### config.mk
export PLATFORM = sky130hd
export DESIGN_NAME = gmii_tx_arbiter
export DESIGN_NICKNAME = d
export VERILOG_FILES = /design/src/rtl/gmii_arb_pkg.sv /design/src/rtl/gmii_tx_rr_arb.sv /design/src/rtl/gmii_tx_arbiter.sv
export SDC_FILE = /design/constraint.sdc
export NUM_CORES = 1
export LEC_CHECK = 0
export ABC_AREA = 1
export CORE_AREA = 2 2 101 103
export DETAILED_ROUTE_END_ITERATION = 12
export DIE_AREA = 0 0 103 105
export PLACE_DENSITY = 0.5
export SLEW_MARGIN = 20
export SYNTH_ARGS = -nofsm -noshare
export SYNTH_HDL_FRONTEND = slang
export SYNTH_HIERARCHICAL = 1
export SYNTH_SLANG_ARGS = --single-unit
### constraint.sdc
create_clock -name gmii_tx_clk -period 1.71 [get_ports gmii_tx_clk]
set_input_delay 0.171 -clock gmii_tx_clk [delete_from_list [all_inputs] [get_ports gmii_tx_clk]]
set_output_delay 0.171 -clock gmii_tx_clk [all_outputs]
set_load 0.02 [all_outputs]
### src/rtl/gmii_arb_pkg.sv
// Shared types and defaults for the GMII transmit arbiter.
// Imported by the arbiter top and its round-robin picker.
package gmii_arb_pkg;

  typedef enum logic [1:0] {
    IDLE,
    WAIT_SOF,
    XMIT,
    IFG
  } arb_state_e;

  localparam int IFG_CYCLES_DEF  = 12;
  localparam int SOF_TIMEOUT_DEF = 16;
  localparam int MAX_FRAME_DEF   = 1526;

  localparam int BCNT_W = 11;
  localparam int TCNT_W = 8;

  // ch1 counts as last served, so ch0 wins the first tie
  localparam logic RR_RST_LAST = 1'b1;

endpackage

### src/rtl/gmii_tx_rr_arb.sv
// Two-way round-robin pick with a last-served pointer.
// The pointer only moves when the owner reports a frame start.
module gmii_tx_rr_arb
  import gmii_arb_pkg::*;
(
  input  logic clk,
  input  logic rst_n,
  input  logic req0,
  input  logic req1,
  input  logic upd,
  input  logic served,
  output logic any,
  output logic pick
);

  logic last;

  always_ff @(posedge clk or negedge rst_n) begin
    if (!rst_n) begin
      last <= RR_RST_LAST;
    end else if (upd) begin
      last <= served;
    end
  end

  assign any  = req0 | req1;
  assign pick = (req0 & req1) ? ~last : req1;

endmodule

### src/rtl/gmii_tx_arbiter.sv
// Two-channel GMII transmit arbiter with IFG insertion,
// SOF timeout and MAX_FRAME overrun flagging.
module gmii_tx_arbiter
  import gmii_arb_pkg::*;
#(
  parameter int IFG_CYCLES  = IFG_CYCLES_DEF,
  parameter int SOF_TIMEOUT = SOF_TIMEOUT_DEF,
  parameter int MAX_FRAME   = MAX_FRAME_DEF
) (
  input  logic       gmii_tx_clk,
  input  logic       rst_n,
  input  logic       ch0_req,
  input  logic       ch0_tx_en,
  input  logic [7:0] ch0_txd,
  output logic       ch0_grant,
  input  logic       ch1_req,
  input  logic       ch1_tx_en,
  input  logic [7:0] ch1_txd,
  output logic       ch1_grant,
  output logic       gmii_tx_en,
  output logic       gmii_tx_er,
  output logic [7:0] gmii_txd,
  output logic       busy,
  output logic       frame_err
);

  // assert asynchronously, release on the second clock edge
  logic [1:0] rst_pipe;
  logic       rst_s;

  always_ff @(posedge gmii_tx_clk or negedge rst_n) begin
    if (!rst_n) begin
      rst_pipe <= 2'b00;
    end else begin
      rst_pipe <= {rst_pipe[0], 1'b1};
    end
  end

  assign rst_s = rst_pipe[1];

  arb_state_e        state;
  logic              sel;
  logic              ovf;
  logic [BCNT_W-1:0] bcnt;
  logic [TCNT_W-1:0] tcnt;

  logic       g_req;
  logic       g_en;
  logic [7:0] g_txd;
  logic       any;
  logic       pick;
  logic       rr_upd;

  assign g_req  = sel ? ch1_req   : ch0_req;
  assign g_en   = sel ? ch1_tx_en : ch0_tx_en;
  assign g_txd  = sel ? ch1_txd   : ch0_txd;
  assign rr_upd = (state == WAIT_SOF) & g_en;

  gmii_tx_rr_arb u_rr (
    .clk    (gmii_tx_clk),
    .rst_n  (rst_s),
    .req0   (ch0_req),
    .req1   (ch1_req),
    .upd    (rr_upd),
    .served (sel),
    .any    (any),
    .pick   (pick)
  );

  always_ff @(posedge gmii_tx_clk or negedge rst_s) begin
    if (!rst_s) begin
      state      <= IDLE;
      sel        <= 1'b0;
      ovf        <= 1'b0;
      bcnt       <= '0;
      tcnt       <= '0;
      ch0_grant  <= 1'b0;
      ch1_grant  <= 1'b0;
      gmii_tx_en <= 1'b0;
      gmii_tx_er <= 1'b0;
      gmii_txd   <= '0;
      busy       <= 1'b0;
      frame_err  <= 1'b0;
    end else begin
      frame_err  <= 1'b0;
      gmii_tx_en <= 1'b0;
      gmii_tx_er <= 1'b0;
      gmii_txd   <= '0;
      if (state == WAIT_SOF || state == XMIT) begin
        gmii_tx_en <= g_en;
        gmii_txd   <= g_txd;
      end
      unique case (state)
        IDLE: begin
          if (any) begin
            sel       <= pick;
            ch0_grant <= ~pick;
            ch1_grant <= pick;
            state     <= WAIT_SOF;
            busy      <= 1'b1;
            bcnt      <= '0;
            tcnt      <= '0;
            ovf       <= 1'b0;
          end
        end
        WAIT_SOF: begin
          if (g_en) begin
            state <= XMIT;
            bcnt  <= BCNT_W'(1);
          end else if (!g_req ||
                       tcnt == TCNT_W'(SOF_TIMEOUT - 1)) begin
            state     <= IDLE;
            busy      <= 1'b0;
            ch0_grant <= 1'b0;
            ch1_grant <= 1'b0;
          end else begin
            tcnt <= tcnt + 1'b1;
          end
        end
        XMIT: begin
          if (!g_en) begin
            state     <= IFG;
            ch0_grant <= 1'b0;
            ch1_grant <= 1'b0;
            tcnt      <= '0;
          end else if (bcnt < BCNT_W'(MAX_FRAME)) begin
            bcnt <= bcnt + 1'b1;
          end else begin
            // byte beyond MAX_FRAME: count holds, flag the rest
            gmii_tx_er <= 1'b1;
            if (!ovf) begin
              frame_err <= 1'b1;
              ovf       <= 1'b1;
            end
          end
        end
        IFG: begin
          if (tcnt == TCNT_W'(IFG_CYCLES - 1)) begin
            state <= IDLE;
            busy  <= 1'b0;
          end else begin
            tcnt <= tcnt + 1'b1;
          end
        end
      endcase
    end
  end

endmodule

==> impl_metrics.env <==
export IMPL_run_status="finished clean"
export IMPL_slowest_stage="dfrtp_1"
export IMPL_hold_viol_final=0
export IMPL_start_util_pct=24.5
export IMPL_syn_area_sq_um=2360
export IMPL_yosysWarnings=6
export IMPL_nets=411
export IMPL_port_buffers=35
export IMPL_drc_errors=0
export IMPL_placed_cell_area_sq_um=2980
export IMPL_htreeDepth=2
export IMPL_worstPathCellList="ha_1 -> nand3_1 -> or2_1 -> nand2_2 -> nand2_4 -> nand2_4 -> nand2_1 -> nand2_1"
export IMPL_coreArea_sq_um=9640
export IMPL_postRouteAntennaNets=0
export IMPL_critPathTopFamily="simple AND/OR/NAND/NOR gates"
export IMPL_drt_iter0_drc=115
export IMPL_seq_area_sq_um=1000
export IMPL_cts_buffers=5
export IMPL_synth_top_cell_by_area="dfrtp_1"
export IMPL_worst_setup_path_start_kind="flip-flop"
export IMPL_worstSetupPathType="flip-flop to flip-flop"
export IMPL_grt_pass1_wl_um=9420
export IMPL_clk_latency_ps=290
export IMPL_end_kind="flip-flop"
export IMPL_instances_no_fill=516
export IMPL_clock_skew_ps=4.96
export IMPL_wl_per_cell_um=10.6
export IMPL_multi_input_area_sq_um=1210
export IMPL_synth_nets=357
export IMPL_area_growth_pct=31.2
export IMPL_critical_path_peak_fanout=9
export IMPL_gr_total_overflow=0
export IMPL_pre_cts_ws_ps=32.6
export IMPL_netlist_top_cells_count="101 x nand2_1, 53 x nor2_1, 39 x dfrtp_1"
export IMPL_fillCellCount=1071
export IMPL_cts_tree="built"
export IMPL_syn_area_per_cell_sq_um=7.19
export IMPL_fin_area_sq_um=3100
export IMPL_power_density_nw_per_um2=1280
export IMPL_finalCriticalPeriod_ps=1550
export IMPL_first_pass_iters=4
export IMPL_clock_fmax_ghz=0.647
export IMPL_grt_max_degree=22
export IMPL_slew_violations=0
export IMPL_hpwl_um=4270
export IMPL_root_buffer="clkbuf_8"
export IMPL_timing_final_crit_share_pct=90.4
export IMPL_antenna_found_initial=0
export IMPL_min_delay_path_class="primary input to async pin"
export IMPL_clk_pin_slew_worst_paths_ps=70
export IMPL_synth_edf_count=0
export IMPL_vdd_drop_max_mv=0.690
export IMPL_cap_violations=0
export IMPL_via_per_inst=4.18
export IMPL_syn_inst=328
export IMPL_final_setup_viol_count=0
export IMPL_async_flop_share_pct=100
export IMPL_post_cts_setup_buffers=0
export IMPL_clockBufferDepth=2
export IMPL_first_global_vias=2084
export IMPL_synth_seq_area_share_pct=42.5
export IMPL_fp_dieH_um=105
export IMPL_cts_hold_buffers_added=0
export IMPL_ys_flop_type="dfrtp_1"
export IMPL_gp_congestion=0.800
export IMPL_cts_resized=0
export IMPL_leakagePower_nw=1.52
export IMPL_yosys_register_bits=40
export IMPL_critical_path_arrival_ps=1780
export IMPL_synth_cell_types=31
export IMPL_setup_slack_ps=164
export IMPL_track_usage_pct=11.1
export IMPL_crit_required_ps=1940
export IMPL_placed_cells=508
export IMPL_via_count=2155
export IMPL_synth_top_area_share_pct=41.4
export IMPL_dieArea_sq_um=10800
export IMPL_ys_top_cells_by_area="dfrtp_1 41%, nand2_1 16%, nor2_1 8.4%"
export IMPL_yosysMostFrequentCell="nand2_1"
export IMPL_cts_sinks=40
export IMPL_fp_dieW_um=103
export IMPL_rows=36
export IMPL_slowest_delay_ps=400
export IMPL_final_core_utilization_pct=32.1
export IMPL_crit_buf_inv=0
export IMPL_drive_above_1_share_pct=12.3
export IMPL_n_antenna_cell=0
export IMPL_ios=36
export IMPL_drt_total_wl_um=5460
area by class of cell:
type                       instances  share of cell area [%]
timing repair buffer              54                    15.9
sequential                        40                    32.4
tap                              133                    5.37
clock buffer                       8                    3.23
multi-input combinational        247                    39.0
inverter                          34                    4.12
state kept, by name (all words and copies together), names as in the netlist, 2 cells and up, named ones only:
name / flops
bcnt: 11
tcnt: 8
rst_pipe: 2
gmii_txd: 8
report_power, final:
part | switching (W) | internal (W)
logic | 0.00121 | 0.000820
registers | 0.000112 | 0.00115
clock network | 0.000311 | 0.000368
total | 0.00163 | 0.00234
stage by stage:
| step | hold slack (ps) | setup TNS (ps) | total power (W) |
|---|---|---|---|
| final | 37.6 | 0 | 0.00397 |
| after global routing | 30.4 | -18.4 | 0.00435 |
| after CTS | 31.3 | 0 | 0.00402 |
| after detailed placement | 228 | 0 | 0.00331 |
| after global placement | 226 | 0 | 0.00331 |
| after floorplan | -125 | 0 | 0.00251 |
layout by cell type, fill, tap and decap left out, types with 2 or more instances in the layout:
cell type / n
clkbuf_8: 7
nand2_4: 6
a21oi_1: 4
nand2_2: 4
buf_4: 19
ha_1: 5
nand4_1: 4
clkdlybuf4s50_1: 35
nor2_2: 3
inv_1: 32
nand3_1: 34
o21ai_1: 3
dfrtp_1: 39
nor3b_1: 2
nor2_1: 52
or2_1: 2
nand2_1: 101
nand3b_1: 3
o21ai_0: 13
ha_2: 2
final timing paths:
path | from | slack [ps] | cells past startpoint | end
min | rst_n | 40 | 1 | rst_pipe[0]
max reg2reg | tcnt[0] | 160 | 8 | tcnt[0]
min in group gmii_tx_clk | rst_pipe[0] | 360 | 0 | rst_pipe[1]
max | tcnt[0] | 160 | 8 | tcnt[0]
max in group asynchronous | rst_pipe[1] | 1200 | 1 | u_rr/last
min reg2reg | rst_pipe[1] | 220 | 1 | tcnt[0]
per-layer routing:
layer,global-route usage (%),share of wire (%)
met1,13.9,47
met2,17.6,48
met3,2.94,3.0
met4,5.26,2.0
met5,0,0
cell families after synthesis:
logic type                 count (synthesis)  synth area share [%]
xor gates and xnor gates                   1                 0.371
other                                      1                 0.159
AOI/OAI and AO/OA                         23                  5.51
adders and majority gates                  7                  3.71
buffers and inverters                     41                  7.16
DFF                                       40                  42.5
and+or+nand+nor                          215                  40.6
No activity file was read; power rests on OpenSTA's default activity.
